**src/rtl/relu_pkg.sv**
```systemverilog
`default_nettype none
// ============================================================================
//  Module      : relu_pkg
//  Description : Shared types and constants for the ReLU backward-pass
//                controller: FSM state encoding, fp32 field constants and
//                the gate predicate used on the forward activation.
//  Revision    : 1.0 - initial release
// ============================================================================
package relu_pkg;

    // Explicit 2-bit encoding keeps the state register width fixed.
    typedef enum logic [1:0] {
        IDLE  = 2'd0,
        RUN   = 2'd1,
        DRAIN = 2'd2,
        DONE  = 2'd3
    } relu_state_t;

    localparam int          FP32_SIGN_BIT = 31;
    localparam logic [31:0] FP32_ZERO     = 32'h0000_0000;

    // Gate is open only for strictly positive encodings: sign clear and a
    // non-zero magnitude field. +0.0, -0.0, negatives and sign-set NaNs all
    // close it. Positive-sign NaN/Inf encodings count as positive.
    function automatic logic relu_gate_open(input logic [31:0] value);
        return !value[FP32_SIGN_BIT] &&
               (value[FP32_SIGN_BIT-1:0] != FP32_ZERO[FP32_SIGN_BIT-1:0]);
    endfunction

endpackage
`default_nettype wire

```
**src/rtl/relu_bwd_skid_fifo.sv**
```systemverilog
`default_nettype none
// ============================================================================
//  Module      : relu_bwd_skid_fifo
//  Description : Synchronous first-word-fall-through FIFO. The head word,
//                empty flag and occupancy count are all driven directly from
//                flops. Simultaneous push and pop are both honoured.
//  Ports       : clk, reset      - clock, asynchronous active-high reset
//                push, push_data - write side (ignored when full, no pop)
//                pop             - consume head word (ignored when empty)
//                pop_data        - current head word
//                empty           - no words stored
//                count           - words stored, 0..DEPTH
//  Revision    : 1.0 - initial release
// ============================================================================
module relu_bwd_skid_fifo #(
    parameter int WIDTH = 32,
    parameter int DEPTH = 4
) (
    input  logic                     clk,
    input  logic                     reset,
    input  logic                     push,
    input  logic [WIDTH-1:0]         push_data,
    input  logic                     pop,
    output logic [WIDTH-1:0]         pop_data,
    output logic                     empty,
    output logic [$clog2(DEPTH):0]   count
);

    localparam int               PTR_W     = $clog2(DEPTH);
    localparam int               CNT_W     = PTR_W + 1;
    localparam logic [CNT_W-1:0] C_FULL    = CNT_W'(DEPTH);
    localparam logic [CNT_W-1:0] C_ONE     = CNT_W'(1);
    localparam logic [PTR_W-1:0] C_PTR_ONE = PTR_W'(1);

    logic [WIDTH-1:0] r_mem [DEPTH];
    logic [PTR_W-1:0] r_wr_ptr;
    logic [PTR_W-1:0] r_rd_ptr;
    logic [PTR_W-1:0] w_rd_ptr_nxt;
    logic [CNT_W-1:0] r_count;
    logic [CNT_W-1:0] w_count_nxt;
    logic [WIDTH-1:0] r_head;
    logic             r_empty;
    logic             w_do_push;
    logic             w_do_pop;

    always_comb begin
        w_do_pop     = pop && !r_empty;
        // A full FIFO can still accept a word when the head leaves this cycle.
        w_do_push    = push && ((r_count != C_FULL) || w_do_pop);
        w_rd_ptr_nxt = r_rd_ptr + C_PTR_ONE;
        w_count_nxt  = r_count;
        case ({w_do_push, w_do_pop})
            2'b10:   w_count_nxt = r_count + C_ONE;
            2'b01:   w_count_nxt = r_count - C_ONE;
            default: w_count_nxt = r_count;
        endcase
    end

    // Storage needs no reset: only locations behind valid pointers are read.
    always_ff @(posedge clk) begin
        if (w_do_push) begin
            r_mem[r_wr_ptr] <= push_data;
        end
    end

    always_ff @(posedge clk or posedge reset) begin
        if (reset) begin
            r_wr_ptr <= '0;
            r_rd_ptr <= '0;
            r_count  <= '0;
            r_empty  <= 1'b1;
            r_head   <= '0;
        end else begin
            r_count <= w_count_nxt;
            r_empty <= (w_count_nxt == '0);
            if (w_do_push) begin
                r_wr_ptr <= r_wr_ptr + C_PTR_ONE;
            end
            if (w_do_pop) begin
                r_rd_ptr <= w_rd_ptr_nxt;
            end
            // Head register mirrors r_mem[r_rd_ptr]. On a pop the successor is
            // already in storage when at least two words are held; otherwise
            // the only candidate is the word being pushed this cycle.
            if (w_do_pop) begin
                if (r_count != C_ONE) begin
                    r_head <= r_mem[w_rd_ptr_nxt];
                end else if (w_do_push) begin
                    r_head <= push_data;
                end
            end else if (r_empty && w_do_push) begin
                r_head <= push_data;
            end
        end
    end

    assign pop_data = r_head;
    assign empty    = r_empty;
    assign count    = r_count;

endmodule
`default_nettype wire

```
**src/rtl/relu_backward_ctrl.sv**
```systemverilog
`default_nettype none
// ============================================================================
//  Module      : relu_backward_ctrl
//  Description : Sequences the ReLU backward pass over one buffer of fp32
//                elements: reads bottom_data[i] and top_diff[i], gates the
//                gradient on the sign/magnitude of the forward input and
//                writes bottom_diff[i] through a small skid FIFO.
//  Ports       : clk, reset                 - clock, async active-high reset
//                start, len, src_base,
//                dst_base                   - job request (sampled in IDLE)
//                busy, done                 - job status / completion pulse
//                rd_en, rd_addr             - shared read port to both buffers
//                bottom_rdata, top_rdata    - read data, 1 cycle after rd_en
//                wr_valid, wr_ready,
//                wr_addr, wr_data           - gradient write port
//  Revision    : 1.0 - initial release
// ============================================================================
module relu_backward_ctrl
    import relu_pkg::*;
#(
    parameter int          ADDR_W         = 10,
    parameter int          CNT_W          = 9,
    parameter int          FIFO_DEPTH     = 4,
    parameter logic [31:0] NEGATIVE_SLOPE = 32'h0
) (
    input  logic              clk,
    input  logic              reset,
    input  logic              start,
    input  logic [CNT_W-1:0]  len,
    input  logic [ADDR_W-1:0] src_base,
    input  logic [ADDR_W-1:0] dst_base,
    output logic              busy,
    output logic              done,
    output logic              rd_en,
    output logic [ADDR_W-1:0] rd_addr,
    input  logic [31:0]       bottom_rdata,
    input  logic [31:0]       top_rdata,
    output logic              wr_valid,
    input  logic              wr_ready,
    output logic [ADDR_W-1:0] wr_addr,
    output logic [31:0]       wr_data
);

    localparam int               FC_W        = $clog2(FIFO_DEPTH) + 1;
    localparam int               OCC_W       = FC_W + 1;
    localparam logic [OCC_W-1:0] C_OCC_LIMIT = OCC_W'(FIFO_DEPTH);
    localparam logic [FC_W-1:0]  C_FC_ONE    = FC_W'(1);
    localparam logic [CNT_W-1:0] C_CNT_ONE   = CNT_W'(1);

    relu_state_t       r_state;
    relu_state_t       w_state_nxt;

    logic [CNT_W-1:0]  r_len;
    logic [ADDR_W-1:0] r_src_base;
    logic [ADDR_W-1:0] r_dst_base;
    logic [CNT_W-1:0]  r_rd_idx;
    logic [CNT_W-1:0]  r_wr_idx;
    logic              r_inflight;
    logic              r_done;

    logic              w_accept;
    logic              w_rd_en;
    logic              w_last_rd;
    logic              w_pop;
    logic              w_drain_exit;
    logic              w_finish;
    logic [OCC_W-1:0]  w_occupancy;
    logic [31:0]       w_gated;

    logic              w_fifo_empty;
    logic [FC_W-1:0]   w_fifo_count;
    logic [31:0]       w_fifo_head;

    // ------------------------------------------------------------------
    // Control decode
    // ------------------------------------------------------------------
    always_comb begin
        // r_done still high means the previous job is in its status cycle.
        w_accept     = start && (r_state == IDLE) && !r_done;
        // Reserve FIFO space for every read in flight so the unconditional
        // push of returning data can never overflow.
        w_occupancy  = {1'b0, w_fifo_count} + OCC_W'(r_inflight);
        w_rd_en      = (r_state == RUN) && (w_occupancy < C_OCC_LIMIT);
        w_last_rd    = w_rd_en && (r_rd_idx == (r_len - C_CNT_ONE));
        w_pop        = !w_fifo_empty && wr_ready;
        // The last write handshake may be the one happening right now.
        w_drain_exit = !r_inflight &&
                       (w_fifo_empty || ((w_fifo_count == C_FC_ONE) && w_pop));
        // A zero-length job completes in DONE itself, so its pulse lands one
        // cycle after DONE is entered; a normal job pulses as DONE is entered.
        w_finish     = ((r_state == DRAIN) && w_drain_exit) ||
                       ((r_state == DONE) && (r_len == '0));
        w_gated      = relu_gate_open(bottom_rdata) ? top_rdata : NEGATIVE_SLOPE;
    end

    // ------------------------------------------------------------------
    // FSM: state register
    // ------------------------------------------------------------------
    always_ff @(posedge clk or posedge reset) begin
        if (reset) begin
            r_state <= IDLE;
        end else begin
            r_state <= w_state_nxt;
        end
    end

    // ------------------------------------------------------------------
    // FSM: next-state logic
    // ------------------------------------------------------------------
    always_comb begin
        w_state_nxt = r_state;
        case (r_state)
            IDLE: begin
                if (w_accept) begin
                    w_state_nxt = (len == '0) ? DONE : RUN;
                end
            end
            RUN: begin
                if (w_last_rd) begin
                    w_state_nxt = DRAIN;
                end
            end
            DRAIN: begin
                if (w_drain_exit) begin
                    w_state_nxt = DONE;
                end
            end
            DONE: begin
                w_state_nxt = IDLE;
            end
            default: begin
                w_state_nxt = IDLE;
            end
        endcase
    end

    // ------------------------------------------------------------------
    // FSM: outputs
    // ------------------------------------------------------------------
    always_comb begin
        rd_en    = w_rd_en;
        rd_addr  = r_src_base + ADDR_W'(r_rd_idx);
        busy     = (r_state != IDLE) || r_done;
        done     = r_done;
        wr_valid = !w_fifo_empty;
        wr_addr  = r_dst_base + ADDR_W'(r_wr_idx);
        wr_data  = w_fifo_head;
    end

    // ------------------------------------------------------------------
    // Job registers, index counters and read-in-flight flag
    // ------------------------------------------------------------------
    always_ff @(posedge clk or posedge reset) begin
        if (reset) begin
            r_len      <= '0;
            r_src_base <= '0;
            r_dst_base <= '0;
            r_rd_idx   <= '0;
            r_wr_idx   <= '0;
            r_inflight <= 1'b0;
            r_done     <= 1'b0;
        end else begin
            r_inflight <= w_rd_en;
            r_done     <= w_finish;
            if (w_accept) begin
                r_len      <= len;
                r_src_base <= src_base;
                r_dst_base <= dst_base;
                r_rd_idx   <= '0;
                r_wr_idx   <= '0;
            end else begin
                if (w_rd_en) begin
                    r_rd_idx <= r_rd_idx + C_CNT_ONE;
                end
                if (w_pop) begin
                    r_wr_idx <= r_wr_idx + C_CNT_ONE;
                end
            end
        end
    end

    // ------------------------------------------------------------------
    // Output skid FIFO: gated data enters one cycle after each read
    // ------------------------------------------------------------------
    relu_bwd_skid_fifo #(
        .WIDTH (32),
        .DEPTH (FIFO_DEPTH)
    ) u_skid_fifo (
        .clk       (clk),
        .reset     (reset),
        .push      (r_inflight),
        .push_data (w_gated),
        .pop       (w_pop),
        .pop_data  (w_fifo_head),
        .empty     (w_fifo_empty),
        .count     (w_fifo_count)
    );

endmodule
`default_nettype wire

```
**config.mk**
```make
export PLATFORM = sky130hd
export DESIGN_NAME = relu_backward_ctrl
export DESIGN_NICKNAME = d
export VERILOG_FILES = /design/src/rtl/relu_pkg.sv /design/src/rtl/relu_bwd_skid_fifo.sv /design/src/rtl/relu_backward_ctrl.sv
export SDC_FILE = /design/constraint.sdc
export NUM_CORES = 1
export LEC_CHECK = 0
export ABC_CLOCK_PERIOD_IN_PS = 7450
export CORE_ASPECT_RATIO = 1.5
export CORE_MARGIN = 5
export CORE_UTILIZATION = 43
export DETAILED_ROUTE_END_ITERATION = 10
export MAX_ROUTING_LAYER = met4
export PLACE_DENSITY = 0.73
export SYNTH_ARGS = -nofsm -noshare
export SYNTH_HDL_FRONTEND = slang
export SYNTH_SLANG_ARGS = --single-unit
```
**constraint.sdc**
```tcl
create_clock -name clk -period 7.45 [get_ports clk]
set_clock_uncertainty 0.2 [all_clocks]
set_input_delay 1.49 -clock clk [delete_from_list [all_inputs] [get_ports clk]]
set_output_delay 1.49 -clock clk [all_outputs]
set_load 0.01 [all_outputs]
```
-- After elaboration in Yosys (flattened, before gate mapping)
Memory sizes are Yosys's and may differ from the RTL's.
Index checks and enable logic that the tools add are counted.
- bits in registers: 91
- RAM bits: 128
- input bits: 97
- output and inout port bits: 56
- word-level logic and storage cells: 87
- memories: 1
- memory list (memory ; words ; width ; read ports ; clocked after memory_dff ; wr ports ; RTL line ; RTL):
    u_skid_fifo.r_mem ; 4 ; 32 ; 1 ; 0 ; 1 ; relu_bwd_skid_fifo.sv:35 ; logic [WIDTH-1:0] r_mem [DEPTH];
- add/subtract/negate cells: 10
- $lt $le $gt $ge: 1
- equality and inequality tests: 13
- muxes and demuxes: 17
- reductions and logical operators: 32
- operators with widths (cell ; count):
    $mux W32 ; 5
    $mux W9 ; 4
    $reduce_bool A31 Y1 ; 1
    $add A10 B9 Y10 ; 2
    $add A9 B1 Y9 const B ; 2
    $logic_not A9 Y1 ; 2
    $logic_and A1 B1 Y1 ; 13
    $eq A9 B9 Y1 ; 1
    $sub A9 B1 Y9 const B ; 1
    $mux W2 ; 4
    $pmux W2 S4 ; 1
    $reduce_bool A2 Y1 ; 4
    $eq A2 B2 Y1 const B ; 3
    $ne A2 B2 Y1 const B ; 3
    $pmux W3 S2 ; 1
    $add A2 B1 Y2 const B ; 2
    $add A3 B1 Y4 ; 1
    $eq A2 B1 Y1 const B ; 2
    $logic_not A1 Y1 ; 4
    $logic_or A1 B1 Y1 ; 4
    $lt A4 B3 Y1 const B ; 1
    $add A3 B1 Y3 const B ; 1
    $eq A3 B1 Y1 const B ; 1
    $logic_not A3 Y1 ; 1
    8 further kinds ; 9

-- Depth between registers and ports, before layout
Gate-level depths: netlist (run 1).
- word-level depth: 8
- mapped depth: 9
- gate-level depth less buffers: 9

-- Modules after synthesis
Synthesis (run 1) repeated with hierarchy kept, for this count alone.
- cells, all modules: 786
- area total of the unflattened synthesis: 10211.0 sq um
- by module, submodules not included (module ; times used ; cells an instance ; area each (sq um)):
    relu_bwd_skid_fifo ; 1 ; 399 ; 6606.3
    relu_backward_ctrl ; 1 ; 387 ; 3604.7

-- Least setup slack after synthesis (run 1)
OpenSTA, ideal clock, no wires.
- kind: register to output
- start: register r_rd_idx[1]
- end: output port rd_addr[9]
- arrival: 1.977 ns
- slack: 3.783 ns
- stages on the path, launching flop included: 8
- buffers on the path: 0
- cells stage by stage: dfrtp_1 ha_1 a21o_1 a21oi_1 o21ai_1 or4_1 a211o_1 nand3_1
- cells in the longest elaborated chain, start to end: 1
- RTL lines (element ; RTL line ; RTL):
    from (decl) ; relu_backward_ctrl.sv:56 ; logic [CNT_W-1:0] r_rd_idx;
    from (signal assigned) ; relu_backward_ctrl.sv:173 ; r_rd_idx <= r_rd_idx + C_CNT_ONE;
    $add A10 B9 Y10 ; relu_backward_ctrl.sv:142 ; rd_addr = r_src_base + ADDR_W'(r_rd_idx);
    to (decl) ; relu_backward_ctrl.sv:35 ; output logic [ADDR_W-1:0] rd_addr,
Every way passes these cells.

-- Final worst setup path (run 1)
Same ends and word-level chain as after synthesis.

==> results of run 1 <==
-- worst paths after layout --
| kind | start | to | slack, ns | cells after the start |
|---|---|---|---|---|
| hold reg to reg | r_dst_base[6]$_DFFE_PP0P_ | r_dst_base[6]$_DFFE_PP0P_ | 0.28 | 2 |
| hold / removal | r_dst_base[6]$_DFFE_PP0P_ | r_dst_base[6]$_DFFE_PP0P_ | 0.28 | 2 |
| setup / recovery | r_rd_idx[1]$_DFFE_PP0P_ | rd_addr[9] | 2.66 | 8 |
| max in group asynchronous | reset | u_skid_fifo.r_rd_ptr[1]$_DFFE_PP0P_ | 4.64 | 3 |
| min in group asynchronous | reset | u_skid_fifo.pop_data[21]$_DFFE_PP0P_ | 1.10 | 2 |
| setup reg to reg | r_state[0]$_DFFE_PP0P_ | r_state[1]$_DFFE_PP0P_ | 4.55 | 8 |
-- kinds of logic (layout without fill, tap and decap cells) --
kind of cell             count (synthesis)  after routing
adder cells (fa/ha/maj)                 36             36
XOR/XNOR                                37             37
buffers and inverters                   65            224
multiplexers                            34             34
AO/OA/AOI/OAI                           95             95
AND/OR/NAND/NOR                        357            357
flip-flops                             219            219
-- flip-flops by register name, summed over array words and instances (netlist names), 3 cells and up --
name	count
r_len	9
r_src_base	10
u_skid_fifo.r_mem	128
u_skid_fifo.pop_data	32
r_dst_base	10
r_rd_idx	9
r_wr_idx	9
u_skid_fifo.count	3
-- power by group through the flow --
stage | Clock, uW | Sequential (uW) | Combinational [uW]
6_report | 1120 | 1860 | 1970
5_1_grt | 1200 | 1900 | 2190
4_1_cts | 1140 | 1860 | 2010
3_5_place_dp | 0 | 1880 | 1990
3_3_place_gp | 0 | 1870 | 1970
2_1_floorplan | 0 | 1820 | 1250
-- metal layers --
layer / share of wire / global-route usage / wire length (um) / vias to the layer above
li1: - / - / - / 3308
met4: 0.019 / 0.0426 / 439 / 0
met3: 0.059 / 0.0256 / 1330 / 31
met2: 0.52 / 0.311 / 11700 / 201
met5: 0 / - / 0 / -
met1: 0.40 / 0.205 / 9080 / 3385
-- cells in the mapped netlist (2+ instances only) --
cell	count
nand2b_1	5
and3b_1	2
nor4_1	7
a21o_1	4
buf_2	6
nor2_1	72
o21ai_0	18
nand2_1	140
edfxtp_1	128
a21boi_0	2
and3_1	4
nor3_1	15
nand3_1	35
xnor2_1	21
a31oi_1	38
inv_1	25
xor2_1	16
ha_1	34
o211ai_1	3
a21oi_1	15
nor2b_1	9
mux4_2	32
dfrtp_1	90
nand4_1	11
or4_1	2
a31o_2	2
clkbuf_1	33
or2_2	2
or3_1	7
fa_1	2
and2_1	38
-- critical path, stage by stage, from the launching register on --
cell             delay, ns
dfrtp_1               0.45
ha_1                  0.30
a21o_1                0.18
a21oi_1               0.22
o21ai_1               0.12
or4_1                 0.45
a211o_1               0.28
nand3_1               0.08
clkdlybuf4s50_1       0.53
-- layout make-up --
type	instances	area, um2	area share
timing repair buffer	158	1570	0.122
clock buffer	27	601	0.0469
clock inverter	13	139	0.0109
sequential	219	6120	0.479
inverter	26	100	0.00782
multi-input combinational	559	3860	0.302
tap	319	399	0.0312
-- stage by stage --
step	setup WS, ns	instances
5_1_grt	2.46	1321
3_3_place_gp	3.20	1281
4_1_cts	2.64	1321
2_1_floorplan	3.40	843
6_report	2.66	1321
3_5_place_dp	3.11	1281
==> results_dict.tcl, run 1 <==
set metrics [dict create \
    grt_util_all_layers 0.173 \
    maxCapViolCount 0 \
    yosysTopAreaCell "edfxtp_1" \
    cts_hold_buffers 0 \
    synth-compound-area-share 0.0619 \
    fin_area_um2 12800 \
    async_flop_share 0.416 \
    crit_fanout 6 \
    syn_area_um2 10200 \
    power_switching_uw 1710 \
    tightestPinTransition_ns 1.11 \
    min_period_ns 4.79 \
    synth_xor_area_frac 0.0318 \
    wl_per_cell_um 17.1 \
    slew_headroom 0.255 \
    wirelength_um 22600 \
    ys_seq_elements 219 \
    ys_types 56 \
    dieArea_um2 27000 \
    power.total_uw 4950 \
    hpwl_um 15300 \
    path_class "register to output port" \
    p_int_uw 3240 \
    diodes 0 \
    setup_viol 0 \
    crit_required_ns 5.76 \
    synthAdderAreaFrac 0.0456 \
    vias 6925 \
    power.leakage_uw 0.00490 \
    synth-main-ff-cell "edfxtp_1" \
    die_y_um 199 \
    status "finished clean" \
    cts_tree "done" \
    antenna_left 0 \
    clockRootBuffer "clkbuf_16" \
    die_w_um 136 \
    min_path_type "register to register" \
    synth-simple-area-share 0.163 \
    rsz0062_at_grt "false" \
    final_common_cell "clkdlybuf4s50_1" \
    seqPwrFrac 0.376 \
    synth.area.mux_share 0.0727 \
    cts.sinks 219 \
    dr.pass1.iters 5 \
    drc 0 \
    grt_max_degree 73 \
    numCtsBuffers 22 \
    setup_tns_ns 0 \
    nFillCells 1981 \
    hold_viol 0 \
    fin_nets 1119 \
    grt_pass1_vias 7237 \
    powerDensity_nw_per_um2 387 \
    pwr-share-clk 0.227 \
    end_kind "output port" \
    port_buffers 152 \
    switching_share 0.345 \
    ys_top_cells_by_area "edfxtp_1, dfrtp_1, mux4_2, nand2_1, ha_1" \
    hold_ws_ns 0.285 \
    syn_area_per_cell_um2 12.1 \
    min_period_over_period 0.643 \
    antenna_found_initial 0 \
    htree_levels 1 \
    arrival_ns 3.10 \
    core_area_um2 23600 \
    start_util 0.433 \
    clock.fmax_mhz 209 \
    drive_above_1_share 0.0948 \
    drtIter0Drc 461 \
    clk_pin_slew_ns 0.06 \
    ctsResizeCount 0 \
    via_per_inst 5.24 \
    synth_edf_count 128 \
    pin_count 153 \
    ys_seq_area_frac 0.600 \
    final_util 0.543 \
    gp_congestion 0.816 \
    synth_top_area_frac 0.377 \
    startpoint_type "register" \
    yosys_warnings 0 \
    num_rows 69 \
    slew_viol_final 0 \
    final_cell_mix "clkdlybuf4s50_1, nand2_1, edfxtp_1" \
    grt_first_pass_wirelength_um 36300 \
    cts_buffer_depth 3 \
    comb_power_share 0.398 \
    clock_insertion_delay_worst_skew_ns 0.50 \
    synthCells 843 \
    syn_nets 976 \
    areaGrowthSynthToFinish_pct 25.4 \
    synth_top_family_by_area "simple AND/OR/NAND/NOR gates" \
    place_area_um2 12100 \
    peakVddDrop_uv 213 \
    cts_setup_buffers 0 \
    overflow 0 \
]
Power figures use the tool's default switching activity.
==> inputs of run 2 (changes only) <==
--- a/config.mk
+++ b/config.mk
@@ -5,7 +5,7 @@
 export SDC_FILE = /design/constraint.sdc
 export NUM_CORES = 1
 export LEC_CHECK = 0
-export ABC_CLOCK_PERIOD_IN_PS = 7450
+export ABC_CLOCK_PERIOD_IN_PS = 4920
 export CORE_ASPECT_RATIO = 1.5
 export CORE_MARGIN = 5
 export CORE_UTILIZATION = 43
==> constraint.sdc (replaced) <==
create_clock -name clk -period 4.92 [get_ports clk]
set_clock_uncertainty 0.2 [all_clocks]
set_input_delay 0.984 -clock clk [delete_from_list [all_inputs] [get_ports clk]]
set_output_delay 0.984 -clock clk [all_outputs]
set_load 0.01 [all_outputs]
==> run 2 against run 1 <==
  * Critical path depth is the same
  * Setup slack lost 2.0 ns
  * Routed wire length grew 1.6%
  * Global-route usage grew 0.27 points
  * Largest cell class unchanged
  * Largest power group unchanged
  * Highest routed layer unchanged
==> results_dict.tcl, run 2 (synthesis gave the netlist of run 1 again) <==
set metrics [dict create \
    status "finished clean" \
    min_period_over_period 0.875 \
    largest_reg_flops 128 \
    hpwl_um 15300 \
    comb_power_share 0.402 \
    end_kind "output port" \
    die_w_um 136 \
    cts_hold_buffers 0 \
    power.leakage_uw 0.00489 \
    gp_congestion 0.842 \
    busiest_layer "met2" \
    hold_viol 0 \
    areaGrowthSynthToFinish_pct 25.0 \
    power_switching_uw 2570 \
    fin_area_um2 12800 \
    maxCapViolCount 0 \
    cts_setup_buffers 0 \
    antenna_found_initial 0 \
    fin_nets 1121 \
    dr.pass1.iters 5 \
    clockRootBuffer "clkbuf_16" \
    min_path_type "register to register" \
    cts_buffer_depth 3 \
    core_area_um2 23600 \
    arrival_ns 3.12 \
    dp_cells 1283 \
    die_y_um 199 \
    p_int_uw 4860 \
    met2_usage 0.324 \
    final_common_cell "clkdlybuf4s50_1" \
    rsz0062_at_grt "false" \
    slew_headroom 0.219 \
    grt_first_pass_wirelength_um 36900 \
    cts_tree "done" \
    hold_ws_ns 0.282 \
    port_buffers 152 \
    clock.fmax_mhz 232 \
    final_cell_mix "clkdlybuf4s50_1, nand2_1, edfxtp_1" \
    pwr-share-clk 0.218 \
    place_area_um2 12100 \
    slew_viol_final 0 \
    drive_above_1_share 0.0946 \
    crit_required_ns 3.74 \
    vias 6962 \
    numCtsBuffers 22 \
    grt_pass1_vias 7301 \
    overflow 0 \
    r2r_slack_ns 2.36 \
    setup_viol 0 \
    startpoint_type "register" \
    cts.sinks 219 \
    peakVddDrop_uv 351 \
    power.total_uw 7420 \
    clock_insertion_delay_worst_skew_ns 0.50 \
    htree_levels 1 \
    dieArea_um2 27000 \
    min_period_ns 4.31 \
    diodes 0 \
    start_util 0.433 \
    drtIter0Drc 372 \
    switching_share 0.346 \
    grt_max_degree 66 \
    gr-usage-met1 0.203 \
    grt_util_all_layers 0.176 \
    stdcell_count 1323 \
    ctsResizeCount 0 \
    drc 0 \
    pin_count 153 \
    setup_tns_ns 0 \
    clk_pin_slew_ns 0.06 \
    grt_use_met3 0.0273 \
    wirelength_um 22900 \
    num_rows 69 \
    seqPwrFrac 0.380 \
    via_per_inst 5.26 \
    path_class "register to output port" \
    antenna_left 0 \
    crit_fanout 6 \
    powerDensity_nw_per_um2 582 \
    wl_per_cell_um 17.3 \
    largest_register "u_skid_fifo.r_mem" \
    tightestPinTransition_ns 1.17 \
]
run 2: changes by cell type in the layout (fill, tap and decap cells not counted), sizes merged:
cell	before	now
buf	6	8
clkbuf	27	32
bufinv	2	1
inv	30	26
clkinv	6	5
clkinvlp	1	2
run 2: layout make-up:
| type | instances | area [um2] |
|---|---|---|
| clock buffers | 32 | 619 |
| clock inverters | 8 | 70.1 |
| fillers | 2045 | 10800 |
| inverters | 26 | 100 |
| multi-input cells | 559 | 3860 |
| flip-flops and latches | 219 | 6120 |
| well taps | 319 | 399 |
| repair buffers | 160 | 1580 |
run 2: path summary, 6_finish.rpt:
kind | from | to | cells past startpoint
setup / recovery | r_rd_idx[1]$_DFFE_PP0P_ | rd_addr[9] | 8
hold / removal | r_dst_base[0]$_DFFE_PP0P_ | r_dst_base[0]$_DFFE_PP0P_ | 2
setup reg to reg | u_skid_fifo.count[0]$_DFF_PP0_ | u_skid_fifo.r_mem[0][13]$_DFFE_PP_ | 5
hold reg to reg | r_dst_base[0]$_DFFE_PP0P_ | r_dst_base[0]$_DFFE_PP0P_ | 2
max in group asynchronous | reset | r_len[7]$_DFFE_PP0P_ | 3
min in group asynchronous | reset | r_dst_base[3]$_DFFE_PP0P_ | 2
run 2: critical path, cell delays in order, from the launching register on:
cell,delay (ns)
dfrtp_1,0.45
ha_1,0.30
a21o_1,0.17
a21oi_1,0.23
o21ai_1,0.12
or4_1,0.46
a211o_1,0.29
nand3_1,0.08
clkdlybuf4s50_1,0.53
run 2: routing by layer:
metal | part of all wire | vias to the layer above
li1 | - | 3309
met1 | 0.40 | 3422
met2 | 0.53 | 206
met3 | 0.054 | 25
met4 | 0.014 | 0
met5 | 0 | -
run 2: metrics by stage:
| step | setup WS, ns | util |
|---|---|---|
| 2_1_floorplan | 1.37 | - |
| 3_3_place_gp | 1.20 | 0.512 |
| 3_5_place_dp | 1.13 | 0.512 |
| 4_1_cts | 0.585 | 0.541 |
| 5_1_grt | 0.393 | 0.541 |
| 6_report | 0.613 | 0.541 |
run 2: power groups by stage:
stage               Sequential (uW)  Clock (uW)  Combinational (uW)
finish                         2820        1620                2980
floorplan                      2760           0                1890
CTS                            2830        1650                3030
global route                   2890        1730                3300
detailed placement             2860           0                3010
global placement               2840           0                2980
==> RTL edit, RTL diff (config.mk and constraints of run 1) <==
The 4 states of `relu_state_t` get a one-hot encoding in 4 bits.
--- a/src/rtl/relu_pkg.sv
+++ b/src/rtl/relu_pkg.sv
@@ -9,11 +9,11 @@
 package relu_pkg;
 
     // Explicit 2-bit encoding keeps the state register width fixed.
-    typedef enum logic [1:0] {
-        IDLE  = 2'd0,
-        RUN   = 2'd1,
-        DRAIN = 2'd2,
-        DONE  = 2'd3
+    typedef enum logic [3:0] {
+        IDLE  = 4'b0001,
+        RUN   = 4'b0010,
+        DRAIN = 4'b0100,
+        DONE  = 4'b1000
     } relu_state_t;
 
     localparam int          FP32_SIGN_BIT = 31;
Check against the original RTL: no difference found for any inputs over 4 cycles, from zero or initial values and one cycle with reset high; so few cycles prove little.
==> RTL edit against run 1 <==
Non-clock buffer count increased by 1. Sequential cell count increased by 2. Sequential power decreased by 7%. Hold slack improved by 0.030 ns. Sequential share of layout area increased by 0.37 points. Final area about the same. Setup slack got worse by 0.061 ns. Routed wire length decreased by 3.2%. Synthesized area decreased by 0.27%. Combinational power decreased by 13%. Core utilization increased by 0.22 points. Final cell count decreased by 4.5%. Power decreased by 7.6%.
==> RTL edit: results (changes against run 1) <==
* Hold buffer count at cts at 0 (unchanged)
* Area contributors post-synth: edfxtp_1 38%, dfrtp_1 22%, mux4_2 7.1% (unchanged)
* GP Congestion at 0.7898 (was 0.8160)
* Antenna diode count at 0 (unchanged)
* Top cells by count, synth: 128 x edfxtp_1, 91 x dfrtp_1, 72 x nor2_1 (was 140 x nand2_1, 128 x edfxtp_1, 90 x dfrtp_1)
* Via count of the first global-routing pass at 6,981 (was 7,237)
* R2R Setup Slk at 4.65 ns (was 4.55 ns)
* Initial DRC Count at 436 (was 461)
* Num CTS Buffers at 23 (was 22)
* Dpl hpwl at 14,830 um (was 15,340 um)
* First-pass detailed-route iteration total at 4 (was 5)
* Async SR Flop Fraction at 42.08% (was 41.55%)
* Share of post-route cells with drive strength above 1 at 12.51% (was 9.481%)
* DRT met1 WL at 8649 um (was 9082 um)
* CP Launch Point: r_rd_idx[1]$_DFFE_PP0P_ (unchanged)
* Top layer in use: met4 (unchanged)
* EDFF count, synth at 128 (unchanged)
* YS warnings at 0 (unchanged)
* Library cells used by synthesis at 55 (was 56)
* RR Startpoint: r_state[0]$_DFFE_PP1P_ (was r_state[0]$_DFFE_PP0P_)
* R2r endpoint: r_state[2]$_DFFE_PP0P_ (was r_state[1]$_DFFE_PP0P_)
* Seq/Total Area, Yosys at 60.66% (was 59.99%)
* Static Leak at 4.726 nW (was 4.904 nW)
* Worst vdd ir at 219.8 uV (was 213.0 uV)
* Setup bufs post-CTS at 0 (unchanged)
* Slew HR at 35.82% (was 25.52%)
* Min-delay src: r_src_base[0]$_DFFE_PP0P_ (was r_dst_base[6]$_DFFE_PP0P_)
* Worst-Skew Late Latency at 0.49 ns
* End of the critical path: rd_addr[9] (unchanged)
* Root Driver: clkbuf_16 (unchanged)
* Vias per Instance at 5.249 (was 5.242)
* Drt total wl at 21,860 um (was 22,580 um)
* First-pass GRT wire length at 35,370 um (was 36,320 um)
* Critical path arrival at 3.16 ns (was 3.10 ns)
* Clk slew on worst S/H paths at 0.06 ns (about the same)
* HP Class: flip-flop to flip-flop (unchanged)
* Metal2 WL at 11,550 um (was 11,740 um)
* GRT Util Overall at 16.87% (was 17.33%)
* Net count after synthesis at 907 (was 976)
* Reg2Reg Depth at 7 (was 8)
* Final #Nets at 1,056 (was 1,119)
* Largest net degree at the start of global routing at 65 (was 73)
* Outcome: finished clean (unchanged)
* H-tree Lvls at 1 (unchanged)
* Antenna violations before repair at 0 (unchanged)
* Port buffer count at 152 (unchanged)
* CP max FO at 6 (unchanged)
* Met3 routed WL at 1197 um (was 1327 um)
RTL edit: changes by cell type after synthesis, moves of 5 or more:
cell	delta
nand3_1	+8
a31oi_1	-5
mux2_2	+25
xnor2_1	+11
nand4_1	-8
nand2_1	-77
RTL edit: critical path: stages, from the launching register on:
cell,delay (ns)
dfrtp_1,0.44
ha_1,0.30
a21o_1,0.18
a21oi_1,0.22
o21ai_0,0.16
or4_1,0.46
a211o_1,0.28
o211ai_1,0.09
clkdlybuf4s50_1,0.56
RTL edit: per-layer routing:
metal  global-route usage, %  vias up
li1                        -     3153
met1                   20.40     3229
met2                   30.02      199
met3                   2.227       43
met4                   4.072        0
met5                       -        -
RTL edit: power breakdown:
part           total [W]  switching, W  internal, W
registers        0.00173      0.000177      0.00155
clock network    0.00113      0.000476     0.000654
logic            0.00172      0.000811     0.000906
RTL edit: final cells by class:
cell class / count / area [um^2]
inverters: 22 / 85.08
clock buffers: 28 / 604.3
repair buffers: 159 / 1574
multi-input cells: 500 / 3819
well taps: 319 / 399.1
fillers: 1978 / 10690
clock inverters: 13 / 141.4
flip-flops and latches: 221 / 6175
RTL edit: per-stage QoR:
step           setup slack, ns  hold slack (ns)  instances  area (um^2)  util [%]
4_1_cts                  2.566           0.3206       1262        12800     54.50
3_3_place_gp             3.132           0.2985       1221        12050     51.32
5_1_grt                  2.365           0.3302       1262        12800     54.50
3_5_place_dp             3.111           0.3059       1221        12050     51.32
6_report                 2.596           0.3143       1262        12800     54.50
2_1_floorplan            3.343           0.2875        778        10180         -
RTL edit: cell families (layout without fill, tap and decap cells):
| kind of cell | after synthesis | after routing | synth area share, % |
|---|---|---|---|
| flops | 221 | 221 | 60.66 |
| buf+inv | 57 | 222 | 2.176 |
| fa+ha+maj | 32 | 32 | 4.082 |
| xor+xnor | 44 | 44 | 3.787 |
| mux | 60 | 60 | 10.15 |
| simple gates | 278 | 278 | 13.61 |
| compound gates | 86 | 86 | 5.533 |
RTL edit: how the worst min path moves through the flow:
stage | end | cells past startpoint
floorplan | r_dst_base[3]$_DFFE_PP0P_ | 1
global placement | r_dst_base[5]$_DFFE_PP0P_ | 1
detailed placement | r_src_base[0]$_DFFE_PP0P_ | 1
CTS | r_src_base[0]$_DFFE_PP0P_ | 1
global route | r_src_base[6]$_DFFE_PP0P_ | 1
finish | r_src_base[0]$_DFFE_PP0P_ | 1
